`src/rtl/add_share_arb.sv`:
```
// add_share_arb: two requesters (0 = execute ALU, 1 = address/aux path) share one
// add_64bit adder. Round-robin arbitration on a valid/ready handshake. The sum,
// flags and owner id go into a one-entry output register.
// Optional build macro: ADD_SHARE_ARB_CC_EN adds the cc condition-code register/port,
// which tracks the flags of consumed requester-0 results.

module add_64bit (
    input  logic signed [63:0] a_i,
    input  logic signed [63:0] b_i,
    output logic signed [63:0] sum_o,
    output logic        [2:0]  cf_o
);
    // Two's complement add; flags are {ZF, SF, OF}, no carry-out is produced.
    assign sum_o   = a_i + b_i;
    assign cf_o[2] = (sum_o == 64'sd0);
    assign cf_o[1] = sum_o[63];
    assign cf_o[0] = (a_i[63] == b_i[63]) && (sum_o[63] != a_i[63]);
endmodule

module add_share_arb #(
    parameter int WIDTH = 64,   // fixed by the add_64bit instance; only 64 is supported
    parameter int CNT_W = 32
) (
    input  logic                    clk,
    input  logic                    rst_n,
    input  logic [1:0]              req_valid,
    output logic [1:0]              req_ready,
    input  logic signed [WIDTH-1:0] req0_a,
    input  logic signed [WIDTH-1:0] req0_b,
    input  logic signed [WIDTH-1:0] req1_a,
    input  logic signed [WIDTH-1:0] req1_b,
    output logic                    rsp_valid,
    input  logic                    rsp_ready,
    output logic                    rsp_id,
    output logic signed [WIDTH-1:0] rsp_sum,
    output logic [2:0]              rsp_cf,
    output logic [CNT_W-1:0]        op_count
`ifdef ADD_SHARE_ARB_CC_EN
    ,
    output logic [2:0]              cc
`endif
);

    typedef enum logic {EMPTY = 1'b0, FULL = 1'b1} state_e;

    localparam logic [CNT_W-1:0] CNT_ONE = {{(CNT_W-1){1'b0}}, 1'b1};

    state_e                  state_q, state_d;
    logic                    last_grant_q;
    logic                    rsp_id_q;
    logic signed [WIDTH-1:0] rsp_sum_q;
    logic [2:0]              rsp_cf_q;
    logic [CNT_W-1:0]        op_count_q;

    logic                    can_accept;
    logic                    grant_any;
    logic                    grant_id;
    logic                    consume;
    logic signed [WIDTH-1:0] add_a, add_b, add_sum;
    logic [2:0]              add_cf;

    assign consume = (state_q == FULL) && rsp_ready;

    // Round-robin arbiter: a lone requester wins; on contention the one not granted last time wins.
    always_comb begin
        can_accept = (state_q == EMPTY) || rsp_ready;
        grant_any  = 1'b0;
        grant_id   = 1'b0;
        if (can_accept) begin
            unique case (req_valid)
                2'b01:   begin grant_any = 1'b1; grant_id = 1'b0;          end
                2'b10:   begin grant_any = 1'b1; grant_id = 1'b1;          end
                2'b11:   begin grant_any = 1'b1; grant_id = ~last_grant_q; end
                default: begin grant_any = 1'b0; grant_id = 1'b0;          end
            endcase
        end
    end

    // Operand mux in front of the shared adder.
    always_comb begin
        add_a = grant_id ? req1_a : req0_a;
        add_b = grant_id ? req1_b : req0_b;
    end

    add_64bit u_add (
        .a_i   (add_a),
        .b_i   (add_b),
        .sum_o (add_sum),
        .cf_o  (add_cf)
    );

    // Output-stage state register.
    always_ff @(posedge clk or negedge rst_n) begin
        if (!rst_n) state_q <= EMPTY;
        else        state_q <= state_d;
    end

    // Next state: fill on grant, drain when consumed without a replacement, otherwise hold.
    always_comb begin
        state_d = state_q;
        unique case (state_q)
            EMPTY:   if (grant_any)               state_d = FULL;
            FULL:    if (rsp_ready && !grant_any) state_d = EMPTY;
            default: state_d = EMPTY;
        endcase
    end

    // Handshake outputs derived from state and the arbiter decision.
    always_comb begin
        rsp_valid = (state_q == FULL);
        req_ready = 2'b00;
        if (grant_any) req_ready[grant_id] = 1'b1;
    end

    // Result register and round-robin pointer; both load only on a grant.
    always_ff @(posedge clk or negedge rst_n) begin
        if (!rst_n) begin
            last_grant_q <= 1'b1;
            rsp_id_q     <= 1'b0;
            rsp_sum_q    <= '0;
            rsp_cf_q     <= 3'b000;
        end else if (grant_any) begin
            last_grant_q <= grant_id;
            rsp_id_q     <= grant_id;
            rsp_sum_q    <= add_sum;
            rsp_cf_q     <= add_cf;
        end
    end

    // Completed-operation counter, wraps naturally at 2^CNT_W.
    always_ff @(posedge clk or negedge rst_n) begin
        if (!rst_n)       op_count_q <= '0;
        else if (consume) op_count_q <= op_count_q + CNT_ONE;
    end

`ifdef ADD_SHARE_ARB_CC_EN
    logic [2:0] cc_q;

    // Architectural condition codes follow only consumed ALU (requester 0) results.
    always_ff @(posedge clk or negedge rst_n) begin
        if (!rst_n)                    cc_q <= 3'b000;
        else if (consume && !rsp_id_q) cc_q <= rsp_cf_q;
    end

    assign cc = cc_q;
`endif

    assign rsp_id   = rsp_id_q;
    assign rsp_sum  = rsp_sum_q;
    assign rsp_cf   = rsp_cf_q;
    assign op_count = op_count_q;

endmodule

```
`config.mk`:
```
export PLATFORM = sky130hd
export DESIGN_NAME = add_share_arb
export DESIGN_NICKNAME = d
export VERILOG_FILES = /design/src/rtl/add_share_arb.sv
export SDC_FILE = /design/constraint.sdc
export NUM_CORES = 1
export LEC_CHECK = 0
export CAP_MARGIN = 0
export CORE_MARGIN = 2
export CORE_UTILIZATION = 40
export CTS_BUF_LIST = sky130_fd_sc_hd__clkbuf_8 sky130_fd_sc_hd__clkbuf_16
export DETAILED_ROUTE_END_ITERATION = 12
export GPL_TIMING_DRIVEN = 0
export PLACE_DENSITY = 0.83
export SYNTH_ARGS = -nofsm -noshare
export SYNTH_HDL_FRONTEND = slang
export SYNTH_HIERARCHICAL = 1
export SYNTH_SLANG_ARGS = --single-unit
```
`constraint.sdc`:
```
create_clock -name clk -period 14.3 [get_ports clk]
set_clock_uncertainty 0.05 [all_clocks]
set_input_delay 1.43 -clock clk [delete_from_list [all_inputs] [get_ports clk]]
set_output_delay 1.43 -clock clk [all_outputs]
set_load 0.005 [all_outputs]
```
# ---- Word-level counts from Yosys, hierarchy flattened
# Index checks and enable logic that the tools add are counted.
dict set report classes {
  addsub 2
  n_mul 0
  div 0
  order_cmp 2
  eq_ne 5
  n_shift 0
  muxes 12
  bitwise 2
  reduce_logical 8
}
# cell count
set ops {}
lappend ops {{64-bit two-way mux} 2}
lappend ops {{64-bit adder} 1}
lappend ops {{64-bit logical NOT} 1}
lappend ops {{32-bit by 1-bit adder with 32-bit output (second input constant)} 1}
lappend ops {{1-bit two-way mux} 6}
lappend ops {{2-bit equality test (second input constant)} 2}
lappend ops {{1-bit logical AND} 4}
lappend ops {{1-bit case mux with 2 select lines} 2}
lappend ops {{3-bit OR reduction} 1}
lappend ops {{2-bit by 1-bit equality test with 1-bit output (second input constant)} 1}
lappend ops {{1-bit by 2-bit < comparator with 1-bit output (second input constant)} 1}
lappend ops {{2-bit two-way mux} 1}
lappend ops {{1-bit NOT} 2}
lappend ops {{1-bit demux with 1-bit select} 1}
lappend ops {{1-bit equality test} 1}
lappend ops {{1-bit greater-or-equal comparator (second input constant)} 1}
lappend ops {{1-bit logical NOT} 1}
lappend ops {{1-bit logical OR} 1}
lappend ops {{1-bit != test} 1}
dict set report totals {
  ff_bits 102
  latch_bits 0
  ram_bits 0
  romBits 0
  input_bits 261
  output_inout_bits 103
  wordCells 37
  mem_count 0
}

# ---- Longest topological paths before layout
dict set report logic_depth {
  depth_word 8
  ltp_mapped 20
}

# ---- By module
# Netlist, hierarchy kept.
# mod instances cells_each area_per_inst_um2 seq_area_each_um2
set modules_own_cells {}
lappend modules_own_cells {add_share_arb 1 572 5704.2 2553.7}
lappend modules_own_cells {add_64bit 1 608 4045.1 0.0}

# ---- Worst setup path before layout
# No wires, ideal clock.
dict set report synth_timing {
  path_type {input to register}
  startpoint {in rsp_ready}
  endpoint {reg rsp_cf_q[2], in the netlist rsp_cf[2]}
  setup_ps 65
  t_arrival_ps 5933
  required_ps 14185
  slack_ps 8252
  cell_stages 20
  cell_sequence {nand2b_1 > nand2_1 > buf_2 > buf_2 > mux2_2 > ha_1 > clkbuf_1 > nand4_1 > nor4_1 > nand3_1 > a221oi_1 > nor3_2 > o31a_4 > xnor2_1 > or4_1 > or4_1 > or4_1 > nor4b_2 > nand2_1 > nand2_1}
}
dict set report synth_via {
  elab_chain_len 5
  elab_cells_between_ends 7
}
# item line_no
set synth_rtl {}
lappend synth_rtl {{start, declared} 33} ;# input logic rsp_ready,
lappend synth_rtl {{1-bit logical OR} 66} ;# can_accept = (state_q == EMPTY) || rsp_ready;
lappend synth_rtl {{1-bit two-way mux} 69} ;# if (can_accept) begin
lappend synth_rtl {{64-bit two-way mux} 82} ;# add_b = grant_id ? req1_b : req0_b;
lappend synth_rtl {{named net add_b[20]} 59} ;# logic signed [WIDTH-1:0] add_a, add_b, add_sum;
lappend synth_rtl {{64-bit adder} 14} ;# assign sum_o = a_i + b_i;
lappend synth_rtl {{named net add_sum[46]} 59}
lappend synth_rtl {{64-bit logical NOT} 15} ;# assign cf_o[2] = (sum_o == 64'sd0);
lappend synth_rtl {{named net add_cf[2]} 60} ;# logic [2:0] add_cf;
lappend synth_rtl {{end signal, assigned} 121} ;# rsp_cf_q <= 3'b000;
lappend synth_rtl {{end signal, assigned} 126} ;# rsp_cf_q <= add_cf;
lappend synth_rtl {{end, declared} 52} ;# logic [2:0] rsp_cf_q;
# The timed path passes the listed nets, and every way through them passes these cells.
# A chain may end at the register's enable or synchronous reset.

# ---- Final worst setup path
# Same ends and word-level chain as after synthesis.

==> flow_summary_export.csv <==
group,metric,value,unit
sta,totalNegativeSetupSlack,0,ns
sta,fin_crit,8.022,ns
synthesis,syn_area_per_cell,8.262,µm²
critical_path,crit_fanout,10,
die,io_pins,364,
cells_and_area,drive_gt1_share,12.63,%
cts,root_buffer,"clkbuf_16",
synthesis,syn_nets,1506,
power_and_ir_drop,p_leak,6.129,nW
cts,cts_buffer_depth,2,
sta,finalCritPeriodShare,56.10,%
cts,htreeDepth,3,
cts,path_clk_slew,0.07,ns
global_route,grt_pass1_wl,54370,µm
min_path,hp-class,"reg2reg",
synthesis,synthCells,1180,
die,die_h,160.1,µm
synthesis,synth-edff-count,0,
die,coreArea,24110,µm²
synthesis,synth_cell_types,75,
synthesis,synth_area_leaders,"dfrtp_1 (26%), mux2_2 (14%), nand2_1 (11%), ha_1 (8.2%), xnor2_1 (4.5%)",
cells_and_area,multiInputGateArea,6857,µm²
synthesis,synth_top_area_share,25.92,%
drt,dr_total_vias,10430,
critical_path,arrival,8.26,ns
synthesis,ys_seq_elements,102,
cts,post_cts_buffers,0,
cts,hold_buffers,0,
sta,rsz0062_at_grt,"no",
drt,via_per_inst,5.533,
cells_and_area,final_common_cell,"clkdlybuf4s50_1",
min_path,hold_path_depth,2,
place,port_buffers,363,
drt,drt_pass1_iterations,5,
drt,postRouteAntennaNets,0,
synthesis,seq_area_frac_synth,26.19,%
synthesis,synth_top_flop_cell,"dfrtp_1",
cells_and_area,final_nets,1881,
cts,post_cts_resized,0,
global_route,first_global_vias,10450,
sta,worst_slack,6.278,ns
die,num_rows,57,
drt,drc,0,
synthesis,synth_top_area_cell,"dfrtp_1",
place,gp_congestion,0.9352,
die,dieArea,25640,µm²
cells_and_area,seqCellArea,2554,µm²
sta,report.final.hold_viol_count,0,
sta,slew_violations,0,
die,die_w,160.1,µm
sta,max-slew-margin-rel,46.14,%
critical_path,critPathKind,"in2reg",
die,initial_core_util,40.44,%
synthesis,async_flop_share,100.0,%
sta,setup_viol,0,
synthesis,syn_area,9749,µm²
sta,tightest_slew,0.8005,ns
drt,post_drt_wl_per_cell,18.47,µm
critical_path,crit_path_end_kind,"flop",
sta,max_freq,124.7,MHz
drt,drt_iter0_markers,784,
global_route,grt_use_total,26.51,%
status,status,"complete, no violations",
power_and_ir_drop,vdd_drop_max,0.00005951,V
drt,routed_wl,34820,µm
global_route,grt_max_degree,69,
global_route,grt_antenna_before_repair,0,
cells_and_area,area_growth,44.98,%
cells_and_area,final_cell_mix,"clkdlybuf4s50_1 (362), nand2_1 (282), mux2_2 (123)",
critical_path,startpoint_type,"input port",
cts,clock-sinks,102,
cts,cts_tree,"done",
critical_path,cp.required,14.54,ns
synthesis,yosysWarnings,6,
power_and_ir_drop,power.density,103.6,nW/µm²
cts,numCtsBuffers,9,
critical_path,reg2regPathDepth,20,
flow_run,maxCapViolations,0,
global_route,grt_overflow,0,
cts,clock_latency,0.35,ns
place,place_ws,5.814,ns
place,dpl.hpwl,29010,µm
cells_and_area,fill_cells,2153,
-- layer usage --
metal	wire length [µm]	global-route usage [%]	part of all wire (%)
met3	2431	4.208	7.0
met1	14310	32.80	41
met5	0	0	0
met2	17280	47.54	50
met4	802	7.699	2.3
-- worst paths after layout --
| path | from | slack [ns] | to |
|---|---|---|---|
| setup / recovery | rsp_ready | 6.28 | rsp_cf[2] |
| hold / removal | rsp_sum[17] | 0.42 | rsp_sum[17] |
| setup reg to reg | rsp_valid | 7.53 | rsp_cf[2] |
| hold reg to reg | rsp_sum[17] | 0.42 | rsp_sum[17] |
| max in group asynchronous | rst_n | 12.47 | last_grant_q |
| min in group asynchronous | rst_n | 0.99 | op_count[26] |
-- flip-flops by register name, summed over array words and instances (netlist names) --
name,cells
rsp_sum,64
op_count,32
rsp_cf,3
last_grant_q,1
rsp_id,1
rsp_valid,1
-- metrics by stage --
stage / total power, mW / utilization (%) / instance area (µm²) / std cells / hold slack [ns]
after floorplan: 0.8193 / - / 9749 / 1180 / 0.3891
after global placement: 1.181 / 57.20 / 13790 / 1867 / 0.4005
after detailed placement: 1.195 / 57.30 / 13810 / 1868 / 0.4093
after CTS: 1.462 / 58.63 / 14130 / 1884 / 0.4209
after global routing: 1.556 / 58.63 / 14130 / 1884 / 0.4396
final: 1.464 / 58.64 / 14130 / 1885 / 0.4212
-- synth_stat cells, drive strengths merged, types with 3 or more instances --
| master | number |
|---|---|
| nand2 | 282 |
| mux2 | 130 |
| dfrtp | 101 |
| a21oi | 74 |
| ha | 64 |
| nor2 | 60 |
| o21ai | 51 |
| xnor2 | 50 |
| xor2 | 43 |
| nand4 | 34 |
| clkbuf | 33 |
| a21o | 27 |
| buf | 24 |
| nor3 | 20 |
| inv | 17 |
| nand3 | 17 |
| nor4 | 13 |
| o21a | 11 |
| or4 | 10 |
| a31oi | 9 |
| and2 | 9 |
| and4 | 8 |
| o21bai | 8 |
| a21boi | 7 |
| and3 | 7 |
| nand2b | 6 |
| or3 | 6 |
| a221oi | 5 |
| o211ai | 5 |
| a211oi | 3 |
| a41oi | 3 |
| mux2i | 3 |
| nor4b | 3 |
| o311ai | 3 |
| or2 | 3 |
-- power by group --
| group | internal [mW] | switching, mW | total, mW | leakage (nW) |
|---|---|---|---|---|
| registers | 0.359 | 0.0500 | 0.409 | 1.27 |
| clock network | 0.151 | 0.111 | 0.262 | 0.159 |
| logic | 0.388 | 0.406 | 0.794 | 4.70 |
-- critical path, stage by stage --
cell	delay, ns
clkdlybuf4s50_1	0.53
nand2b_1	0.25
nand2_1	0.33
buf_2	0.47
buf_4	0.31
mux2_2	0.37
ha_1	0.22
fa_1	0.40
a21o_1	0.21
a21oi_1	0.19
xnor2_1	0.10
or4_1	0.48
nor4_1	0.62
o211ai_1	0.25
or4b_1	0.53
nor4b_1	0.41
nand4_1	0.13
or4_1	0.61
nor4b_2	0.23
nand2_1	0.08
nand2_1	0.08
-- cells by family after synthesis --
family | share of synthesized area, %
buffers and inverters | 3.478
AND/OR/NAND/NOR | 23.32
AO/OA/AOI/OAI | 14.91
adder cells (fa/ha/maj) | 8.419
flip-flops | 26.19
XOR/XNOR | 8.355
multiplexers | 15.32
-- area by class of cell --
class,count,area share (%)
Clock inverter,4,0.3718
Buffer,57,1.947
Inverter,17,0.4514
Tap cell,324,2.868
Sequential cell,102,18.07
Timing Repair Buffer,364,25.88
Antenna cell,1,0.01770
Multi-Input combinational cell,1004,48.51
Clock buffer,12,1.885
Power figures use the tool's default switching activity.
